## config.mk

```make
export PLATFORM = sky130hd
export DESIGN_NAME = keypad_scanner
export DESIGN_NICKNAME = d
export VERILOG_FILES = /design/src/rtl/keypad_scanner.sv
export SDC_FILE = /design/constraint.sdc
export NUM_CORES = 1
export LEC_CHECK = 0
export CAP_MARGIN = 5
export CELL_PAD_IN_SITES_DETAIL_PLACEMENT = 0
export CELL_PAD_IN_SITES_GLOBAL_PLACEMENT = 1
export CORE_UTILIZATION = 46
export CTS_CLUSTER_SIZE = 20
export DETAILED_ROUTE_END_ITERATION = 12
export PLACE_DENSITY_LB_ADDON = 0.08
export SYNTH_ARGS = -nofsm -noshare
export SYNTH_HDL_FRONTEND = slang
export SYNTH_SLANG_ARGS = --single-unit
```

## constraint.sdc

```tcl
create_clock -name clk -period 4.1 [get_ports clk]
set_clock_uncertainty 0.15 [all_clocks]
set_input_delay 0.82 -clock clk [delete_from_list [all_inputs] [get_ports clk]]
set_output_delay 0.82 -clock clk [all_outputs]
set_load 0.01 [all_outputs]
```

## src/rtl/keypad_scanner.sv

```systemverilog
// keypad_scanner: scans a 4x4 active-low matrix keypad and emits debounced key events
//
// Ports:
//   clk        system clock, all logic on the rising edge
//   rst        synchronous reset, active-high
//   row_n[3:0] keypad rows, active-low, asynchronous to clk
//   col_n[3:0] keypad column drive, one-cold
//   key_code   {row_idx, col_idx} of the last accepted key
//   key_valid  one-cycle pulse when a press is accepted
//   key_held   high from the key_valid cycle until the release is accepted
module keypad_scanner #(
    parameter int SCAN_DIV     = 1000,
    parameter int DEBOUNCE_CNT = 4
) (
    input  logic       clk,
    input  logic       rst,
    input  logic [3:0] row_n,
    output logic [3:0] col_n,
    output logic [3:0] key_code,
    output logic       key_valid,
    output logic       key_held
);
    localparam int DIV_W = $clog2(SCAN_DIV);
    localparam int DEB_W = $clog2(DEBOUNCE_CNT + 1);
    localparam logic [DIV_W-1:0] DIV_LAST = DIV_W'(SCAN_DIV - 1);
    localparam logic [DEB_W-1:0] DEB_DONE = DEB_W'(DEBOUNCE_CNT);

    typedef enum logic [1:0] {S_SCAN, S_DEBOUNCE, S_PRESSED, S_RELEASE} state_t;

    logic [3:0]       r_row_meta;
    logic [3:0]       r_row_s;
    logic [DIV_W-1:0] r_div_cnt;
    state_t           r_state;
    logic [3:0]       r_col_n;
    logic [1:0]       r_cand_row;
    logic [1:0]       r_cand_col;
    logic [DEB_W-1:0] r_deb_cnt;
    logic [DEB_W-1:0] r_rel_cnt;
    logic [3:0]       r_key_code;
    logic             r_key_valid;
    logic             r_key_held;

    logic             w_tick;
    logic             w_single;
    logic             w_idle;
    logic [1:0]       w_row_idx;
    logic [1:0]       w_col_idx;
    logic [3:0]       w_col_next;
    logic [DEB_W-1:0] w_deb_next;
    logic [DEB_W-1:0] w_rel_next;

    always_comb begin
        w_tick     = r_div_cnt == DIV_LAST;
        w_single   = r_row_s == 4'b1110 || r_row_s == 4'b1101 ||
                     r_row_s == 4'b1011 || r_row_s == 4'b0111;
        w_idle     = r_row_s == 4'b1111;
        w_row_idx  = !r_row_s[0] ? 2'd0 : !r_row_s[1] ? 2'd1 : !r_row_s[2] ? 2'd2 : 2'd3;
        w_col_idx  = !r_col_n[0] ? 2'd0 : !r_col_n[1] ? 2'd1 : !r_col_n[2] ? 2'd2 : 2'd3;
        // rotate the single low bit upwards: 1110 -> 1101 -> 1011 -> 0111 -> 1110
        w_col_next = {r_col_n[2:0], r_col_n[3]};
        w_deb_next = r_deb_cnt + DEB_W'(1);
        w_rel_next = r_rel_cnt + DEB_W'(1);
    end

    // two-flop synchroniser; idle (all high) is the reset value
    always_ff @(posedge clk) begin
        if (rst) begin
            r_row_meta <= 4'b1111;
            r_row_s    <= 4'b1111;
        end else begin
            r_row_meta <= row_n;
            r_row_s    <= r_row_meta;
        end
    end

    // free-running dwell counter, independent of the FSM state
    always_ff @(posedge clk) begin
        if (rst)
            r_div_cnt <= '0;
        else
            r_div_cnt <= w_tick ? '0 : r_div_cnt + DIV_W'(1);
    end

    always_ff @(posedge clk) begin
        if (rst) begin
            r_state     <= S_SCAN;
            r_col_n     <= 4'b1110;
            r_cand_row  <= '0;
            r_cand_col  <= '0;
            r_deb_cnt   <= '0;
            r_rel_cnt   <= '0;
            r_key_code  <= '0;
            r_key_valid <= 1'b0;
            r_key_held  <= 1'b0;
        end else begin
            r_key_valid <= 1'b0;
            if (w_tick) begin
                case (r_state)
                    S_SCAN: begin
                        if (w_single) begin
                            r_cand_row <= w_row_idx;
                            r_cand_col <= w_col_idx;
                            r_deb_cnt  <= DEB_W'(1);
                            r_state    <= S_DEBOUNCE;
                        end else begin
                            r_col_n <= w_col_next;
                        end
                    end
                    S_DEBOUNCE: begin
                        // column is frozen here, so a matching row means the same key
                        if (w_single && w_row_idx == r_cand_row) begin
                            r_deb_cnt <= w_deb_next;
                            if (w_deb_next == DEB_DONE) begin
                                r_state     <= S_PRESSED;
                                r_key_code  <= {r_cand_row, r_cand_col};
                                r_key_valid <= 1'b1;
                                r_key_held  <= 1'b1;
                            end
                        end else begin
                            r_state <= S_SCAN;
                            r_col_n <= w_col_next;
                        end
                    end
                    S_PRESSED: begin
                        if (w_idle) begin
                            r_rel_cnt <= DEB_W'(1);
                            r_state   <= S_RELEASE;
                        end
                    end
                    S_RELEASE: begin
                        if (w_idle) begin
                            r_rel_cnt <= w_rel_next;
                            if (w_rel_next == DEB_DONE) begin
                                r_state    <= S_SCAN;
                                r_key_held <= 1'b0;
                                r_col_n    <= w_col_next;
                            end
                        end else begin
                            r_state <= S_PRESSED;
                        end
                    end
                    default: r_state <= S_SCAN;
                endcase
            end
        end
    end

    assign col_n     = r_col_n;
    assign key_code  = r_key_code;
    assign key_valid = r_key_valid;
    assign key_held  = r_key_held;
endmodule

```

### Word level (Yosys, flattened, before mapping)

Index checks and enable logic that the tools add are counted.

* register bits: 40
* output and inout port bits: 10
* word-level logic and storage cells: 88

* eq/ne operators: 22
* bitwise gates (word level): 3
* reduce and logical (&&, ||, !) cells: 18
* add/sub/neg operators: 3
* mux-type cells: 30

Operators with widths (number)
* two-way mux 2 bit: 10
* equality test 4 bit, second input constant: 4
* two-way mux 4 bit: 4
* != test 2 bit, second input constant: 8
* two-way mux 3 bit: 4
* one-hot mux 3 bit (2 select lines): 2
* one-hot mux 4 bit (3 select lines): 1
* AND reduction 4 bit: 3
* AND reduction 6 bit: 2
* adder 10 x 1 -> 10 bit, second input constant: 1
* equality test 10 bit, second input constant: 1
* one-hot mux 2 bit (4 select lines): 1
* two-way mux 1 bit: 7
* adder 3 x 1 -> 3 bit, second input constant: 2
* equality test 3 bit, second input constant: 2
* != test 3 bit, second input constant: 2
* nonzero test 2 bit: 3
* AND reduction 5 bit: 1
* equality test 2 bit, second input constant: 2
* equality test 4 x 3 -> 1 bit, second input constant: 1
* OR reduction 4 bit: 1
* logical OR 1 bit: 3
* inverter 1 bit: 3
* AND reduction 3 bit: 1
* 7 further kinds: 7

### Longest topological paths before layout

Gate-level depths: netlist of the first run.

* depth after elaboration: 7
* mapped depth: 8

### Worst setup path before layout of the first run

OpenSTA, ideal clock, no wires.

* path type: register to register
* start point: register r_div_cnt[0]
* end point: register r_key_code[0], in the netlist key_code[0]
* arrival: 1.755 ns
* library setup time: 0.128 ns
* buffers on the path: 0
* path slack: 2.068 ns
* data required time: 3.822 ns
* stages on the path, launching flop included: 8
* path through: dfxtp_1 > ha_1 > nand3_1 > nor4_4 > inv_1 > a2111oi_4 > mux2i_1 > nor2_1

* longest elaborated chain between the ends: 2

Ends and longest elaborated chain
* start: declaration: RTL line 32 `logic [DIV_W-1:0] r_div_cnt;`
* start signal: assignment: RTL line 81 `r_div_cnt <= w_tick ? '0 : r_div_cnt + DIV_W'(1);`
* equality test 10 bit: RTL line 53 `w_tick = r_div_cnt == DIV_LAST;`
* AND reduction 4 bit (no line)
* end signal: assignment: RTL line 115 `r_key_code <= {r_cand_row, r_cand_col};`
* end: declaration: RTL line 39 `logic [3:0] r_key_code;`

No other way between the ends.
A chain may end at the register's enable or synchronous reset.

### Worst setup path after layout of the first run

* start point: register r_row_s[1]
* end point: register r_col_n[0], in the netlist col_n[0]

* longest elaborated chain between the ends: 7

Ends and longest elaborated chain
* start: declaration: RTL line 31 `logic [3:0] r_row_s;`
* start signal: assignment: RTL line 72 `r_row_s <= r_row_meta;`
* equality test 4 bit: RTL line 54 `w_single = r_row_s == 4'b1110 || r_row_s == 4'b1101 ||`
* logical OR 1 bit (2 in series): RTL line 54
* logical OR 1 bit: RTL line 55 `r_row_s == 4'b1011 || r_row_s == 4'b0111;`
* logical AND 1 bit: RTL line 111 `if (w_single && w_row_idx == r_cand_row) begin`
* != test 2 bit (no line)
* AND reduction 6 bit (no line) (*)
* end signal: assignment: RTL line 106 `r_col_n <= w_col_next;`
* end signal: assignment: RTL line 121 `r_col_n <= w_col_next;`
* end signal: assignment: RTL line 136 `r_col_n <= w_col_next;`
* end: declaration: RTL line 34 `logic [3:0] r_col_n;`

Mark *: on every way between the ends. The rest lies on a longest branch, timed or not.

==> run_results.csv, run 1 <==
group,metric,value,unit
power_and_ir_drop,power.density,395,mW/mm^2
route,routed_wl,3550,microns
cts,cts_buffers,5,
critical_path,r2r_cells,5,
power_and_ir_drop,power,0.868,mW
placement,finalWeightedCongestion,0.772,
route,first_iter_violations,32,
die,fp.dieH,65.8,microns
critical_path,slowest_stage,"nor4bb_1",
critical_path,crit_path_end_kind,"flip-flop",
finish,fin_nets,239,
die,core_area,0.00377,sq mm
placement,dp_hpwl,2550,microns
cts,hold_buffers,0,
sta,tightest_slew,0.946,ns
critical_path,path_class,"flip-flop to flip-flop",
critical_path,crit_chain,"inv_1 -> nor3_1 -> a21oi_1 -> nor4bb_1 -> mux2i_1",
route,first_pass_iters,4,
cts,clockBufferDepth,2,
grt,grt_start_max_net_pins,21,
critical_path,r2r-end,"col_n[0]",
sta,slew_headroom,36.1,%
die,placementRows,22,
die,start_util,49.7,%
placement,postPlaceCellArea,0.00204,sq mm
route,viasPerCell,5.36,
grt,antenna_found_initial,0,
cts,root_buffer,"clkbuf_8",
finish,finalCoreUtilization,58.3,%
placement,port_buffers,15,
cts,h-tree-depth,2,
sta,fin_setup_tns,0,ns
finish,drive_above_1_share,10.5,%
sta,finalHoldViolCount,0,
placement,placed_cells,269,
critical_path,critPathRequiredTime,4.17,ns
critical_path,cpLargestDelayFamily,"simple AND/OR/NAND/NOR gates",
yosys,syn_inst,216,
run,cap_violations,0,
power_and_ir_drop,vdd_drop_max,0.272,mV
sta,drv_slew,0,
route,avgRoutedWirePerCell,12.8,microns
cts,cts_tree,"yes",
yosys,yosysWarnings,0,
cts,clk_latency,0.29,ns
yosys,synth_seq_area_share,42.7,%
finish,instances_no_fill,277,
sta,holdWs,0.275,ns
finish,final_area,0.00220,sq mm
yosys,syn_area,0.00187,sq mm
cts,post-cts-setup-buffers,0,
critical_path,r2r_setup_slack,1.50,ns
sta,setup_viol,0,
hold_path,hold_start,"r_row_meta[1]",
yosys,ys_ff_latch,40,
finish,antenna_cells,0,
power_and_ir_drop,power_leakage,0.791,nW
cts,cts.reportedPaths.clkPinSlew,0.08,ns
hold_path,min_path_type,"flip-flop to flip-flop",
critical_path,start_kind,"flip-flop",
critical_path,r2r-start,"r_row_s[1]",
status,status,"complete, no violations",
route,drc_errors,0,
sta,layout_setup_ws,1.50,ns
route,ant_nets,0,
critical_path,path_buf_inv,1,
finish,area_growth,17.4,%
route,num_vias,1485,
grt,grt_pass1_vias,1421,
critical_path,max_stage_delay,0.83,ns
yosys,syn_nets,227,
sta,max_freq,385,MHz
critical_path,arrival,2.66,ns
die,die-area,0.00433,sq mm
cts,cts_resized,0,
sta,period_needed,2.60,ns
critical_path,cp_max_fo,6,
grt,grt_overflow_total,0,
die,ioPinCount,16,
hold_path,worstHoldPathCells,1,
sta,finalCritPeriodShare,63.3,%
placement,place_ws,1.56,ns
cts,clkSinkCount,40,
hold_path,whs_endpoint,"r_row_s[1]",
yosys,synth.avg_cell_area,8.68,sq um
yosys,synth.distinct_cells,41,
die,die_w,65.8,microns
grt,grt_pass1_wl,6400,microns
grt,track_usage,19.2,%
sta,rsz0062_at_grt,"false",
## cell families after synthesis
group | synth area share [%]
AND/OR/NAND/NOR | 25.8
AO/OA/AOI/OAI | 15.2
buffers and inverters | 3.94
adder cells (fa/ha/maj) | 3.34
multiplexers | 4.27
XOR/XNOR | 4.67
flip-flops | 42.7
## metal layers
| layer | up-vias | global-route usage, % | part of all wire [%] |
|---|---|---|---|
| li1 | 764 | - | - |
| met1 | 687 | 25.5 | 48 |
| met2 | 26 | 30.1 | 46 |
| met3 | 8 | 4.31 | 3.5 |
| met4 | 0 | 7.34 | 1.8 |
| met5 | - | 0 | 0 |
## registers in the layout, summed over array words and instances (netlist names)
register,count
r_rel_cnt,3
col_n,4
key_valid,1
r_cand_row,2
r_deb_cnt,3
key_held,1
r_row_s,4
r_cand_col,2
r_div_cnt,10
r_state,2
key_code,4
r_row_meta,4
## cell type report
cell class	count	area, sq um
inverters	6	22.5
well taps	48	60.1
clock inverters	3	90.1
repair buffers	16	158
flip-flops and latches	40	801
fillers	321	1570
multi-input cells	159	1000
clock buffers	5	68.8
## worst max-delay path by stage
stage / from / end / cells past startpoint
after floorplan: r_div_cnt[0] / key_code[0] / 7
after global placement: rst / r_row_s[1] / 3
after detailed placement: r_row_s[1] / col_n[2] / 5
after CTS: r_row_s[1] / col_n[3] / 5
after global routing: r_row_s[1] / col_n[3] / 5
final: r_row_s[1] / col_n[0] / 5
## cell usage after synthesis, drive strengths merged
cell	n	share of area (%)
a2111oi	1	1.5
a211o	1	0.53
a211oi	1	0.40
a21bo	1	0.53
a21oi	17	4.7
a221oi	1	0.47
a311oi	1	0.47
a31oi	2	0.67
a41o	1	0.53
a41oi	1	0.47
and3	1	0.33
buf	1	0.60
clkbuf	10	2.1
dfxtp	40	43
ha	5	3.3
inv	6	1.2
mux2i	8	4.3
nand2	12	2.4
nand2b	7	2.3
nand3	10	2.7
nand3b	1	0.40
nand4	3	1.0
nor2	35	7.0
nor2b	4	1.3
nor3	3	0.80
nor4	4	2.1
nor4b	1	0.47
nor4bb	2	1.1
o211ai	2	0.80
o21a	2	0.80
o21ai	10	2.9
o311ai	1	0.47
or2	9	3.0
or2b	1	0.40
or3b	1	0.47
xnor2	6	2.8
xor2	4	1.9
## placed cells by master, fill, tap and decap left out, types with 3 or more instances in the layout
cell and instances:
xnor2_1 6, bufinv_16 3, inv_1 6, nand4_1 3
mux2i_1 8, xor2_1 4, or2_2 9, ha_1 5
dfxtp_1 40, nand2b_1 7, clkbuf_8 5, clkdlybuf4s50_1 15
nor2b_1 4, o21ai_0 9, nor2_1 35, nand3_1 10
a21oi_1 16, nor3_1 3, nor4_1 3, nand2_1 12
## where the power goes
| part | internal [mW] | total (mW) | switching [mW] |
|---|---|---|---|
| Combinational | 0.0144 | 0.0307 | 0.0163 |
| Sequential | 0.394 | 0.400 | 0.00566 |
| Clock | 0.304 | 0.438 | 0.133 |
| Total | 0.713 | 0.868 | 0.155 |
No activity file was read; power rests on OpenSTA's default activity.
==> inputs of run 2 (changes only) <==
--- a/config.mk
+++ b/config.mk
@@ -8,7 +8,7 @@
 export CAP_MARGIN = 5
 export CELL_PAD_IN_SITES_DETAIL_PLACEMENT = 0
 export CELL_PAD_IN_SITES_GLOBAL_PLACEMENT = 1
-export CORE_UTILIZATION = 46
+export CORE_UTILIZATION = 39
 export CTS_CLUSTER_SIZE = 20
 export DETAILED_ROUTE_END_ITERATION = 12
 export PLACE_DENSITY_LB_ADDON = 0.08
==> constraint.sdc (replaced) <==
create_clock -name clk -period 2.2 [get_ports clk]
set_clock_uncertainty 0.15 [all_clocks]
set_input_delay 0.44 -clock clk [delete_from_list [all_inputs] [get_ports clk]]
set_output_delay 0.44 -clock clk [all_outputs]
set_load 0.01 [all_outputs]
==> run_results.csv, run 2 (synthesized netlist as in run 1, its figures left out) <==
group,metric,value,unit
status,status,"complete, no violations",
finish,multiInputGateArea,0.00105,sq mm
sta,period_needed,2.14,ns
cts,cts_tree,"yes",
placement,port_buffers,15,
power_and_ir_drop,vdd_drop_max,0.326,mV
route,ant_nets,0,
run,cap_violations,0,
placement,dp_hpwl,2760,microns
die,core_area,0.00447,sq mm
finish,fillers,426,
finish,largest_reg_flops,10,
finish,final_area,0.00233,sq mm
die,die-area,0.00509,sq mm
power_and_ir_drop,power_leakage,0.861,nW
placement,finalWeightedCongestion,0.839,
grt,track_usage,16.7,%
sta,max_freq,468,MHz
finish,register_area,803,sq um
grt,grt_pass1_vias,1545,
sta,tightest_slew,0.619,ns
critical_path,crit_path_end_kind,"flip-flop",
cts,clk_latency,0.29,ns
route,drc_errors,0,
route,viasPerCell,5.22,
finish,drive_above_1_share,20.3,%
sta,finalCritPeriodShare,97.1,%
route,avgRoutedWirePerCell,13.1,microns
sta,finalHoldViolCount,0,
cts,root_buffer,"clkbuf_8",
sta,drv_slew,0,
die,fp.dieH,71.3,microns
critical_path,arrival,2.17,ns
die,start_util,41.9,%
critical_path,cp_max_fo,8,
sta,holdWs,0.264,ns
hold_path,min_path_type,"flip-flop to flip-flop",
cts,cts_buffers,5,
route,num_vias,1556,
route,first_pass_iters,4,
die,ioPinCount,16,
critical_path,max_stage_delay,0.39,ns
grt,grt_pass1_wl,6640,microns
finish,fin_nets,256,
finish,antenna_cells,0,
placement,postPlaceCellArea,0.00214,sq mm
critical_path,start_kind,"flip-flop",
sta,slew_headroom,58.5,%
grt,antenna_found_initial,0,
critical_path,slowest_stage,"dfxtp_1",
cts,cts.reportedPaths.clkPinSlew,0.08,ns
finish,final_cell_mix,"38 x dfxtp_1, 35 x nor2_1, 18 x buf_4, 15 x a21oi_1, 15 x clkdlybuf4s50_1",
finish,area_growth,24.6,%
sta,setup_viol,0,
cts,clockBufferDepth,2,
die,die_w,71.3,microns
critical_path,cpLargestDelayFamily,"simple AND/OR/NAND/NOR gates",
power_and_ir_drop,power.density,604,mW/mm^2
grt,grt_start_max_net_pins,23,
critical_path,path_class,"flip-flop to flip-flop",
route,first_iter_violations,40,
critical_path,crit_chain,"or2b_1 -> nor4_2 -> o21ai_2 -> a2111oi_4 -> buf_4 -> mux2i_1 -> nor2_1",
grt,grt_overflow_total,0,
critical_path,path_buf_inv,1,
route,routed_wl,3890,microns
sta,fin_setup_tns,0,ns
finish,final_common_cell,"dfxtp_1",
die,placementRows,24,
cts,clkSinkCount,40,
cts,h-tree-depth,2,
finish,max_flop_register,"r_div_cnt",
critical_path,critPathRequiredTime,2.24,ns
-- run 2: worst reg2reg max path: stages, from the launching register on --
cell and delay [ns]:
dfxtp_1 0.39, or2b_1 0.28, nor4_2 0.23, o21ai_2 0.18, a2111oi_4 0.36, buf_4 0.20
mux2i_1 0.19, nor2_1 0.06
-- run 2: path summary, 6_finish.rpt --
kind	start	end	slack (ns)	cells past startpoint
max	r_row_s[0]	key_code[3]	0.06	7
max reg2reg	r_row_s[0]	key_code[3]	0.06	7
min	r_row_meta[1]	r_row_s[1]	0.26	1
min reg2reg	r_row_meta[1]	r_row_s[1]	0.26	1
-- run 2: area by class of cell --
class,instances,area share (%)
clock buffer,5,2.95
clock inverter,3,1.82
inverter,6,0.965
multi-input combinational,159,44.9
sequential,40,34.4
tap,52,2.79
timing repair buffer,33,12.2
-- run 2: timing repair --
action / 4_1_cts / 5_1_grt
cloned: 0 / 0
buffers inserted: 0 / 4
resized for setup: 0 / 10
setup endpoints to repair: 4 / 10
pin swaps: 1 / 2
hold buffers: 0 / 0
-- run 2: metal layers --
metal	GRT usage [%]	vias up	part of all wire, %
met1	19.8	712	46
met4	9.33	0	2.5
met5	0	-	0
li1	-	798	-
met2	27.8	36	47
met3	3.94	10	4.2
-- run 2: metrics by stage --
step                setup slack [ns]  util (%)  total power, mW  instances
floorplan                      0.168         -            0.802        216
global placement              0.0641      47.9            0.823        286
detailed placement           -0.0343      47.9            0.825        286
CTS                           0.0265      50.4             1.42        294
global route                 -0.0705      52.2             1.48        298
finish                        0.0647      52.2             1.41        298
-- run 2: where the power goes --
part / switching (mW) / internal [mW] / leakage, nW
combinational: 0.0337 / 0.0358 / 0.482
sequential: 0.0104 / 0.735 / 0.324
clock: 0.259 / 0.335 / 0.0541
==> inputs of run 3 (changes only) <==
--- a/config.mk
+++ b/config.mk
@@ -5,6 +5,7 @@
 export SDC_FILE = /design/constraint.sdc
 export NUM_CORES = 1
 export LEC_CHECK = 0
+export ABC_CLOCK_PERIOD_IN_PS = 2200
 export CAP_MARGIN = 5
 export CELL_PAD_IN_SITES_DETAIL_PLACEMENT = 0
 export CELL_PAD_IN_SITES_GLOBAL_PLACEMENT = 1
==> results of run 3 <==
No change in the layout: final DEF, timing and power equal those of run 2.
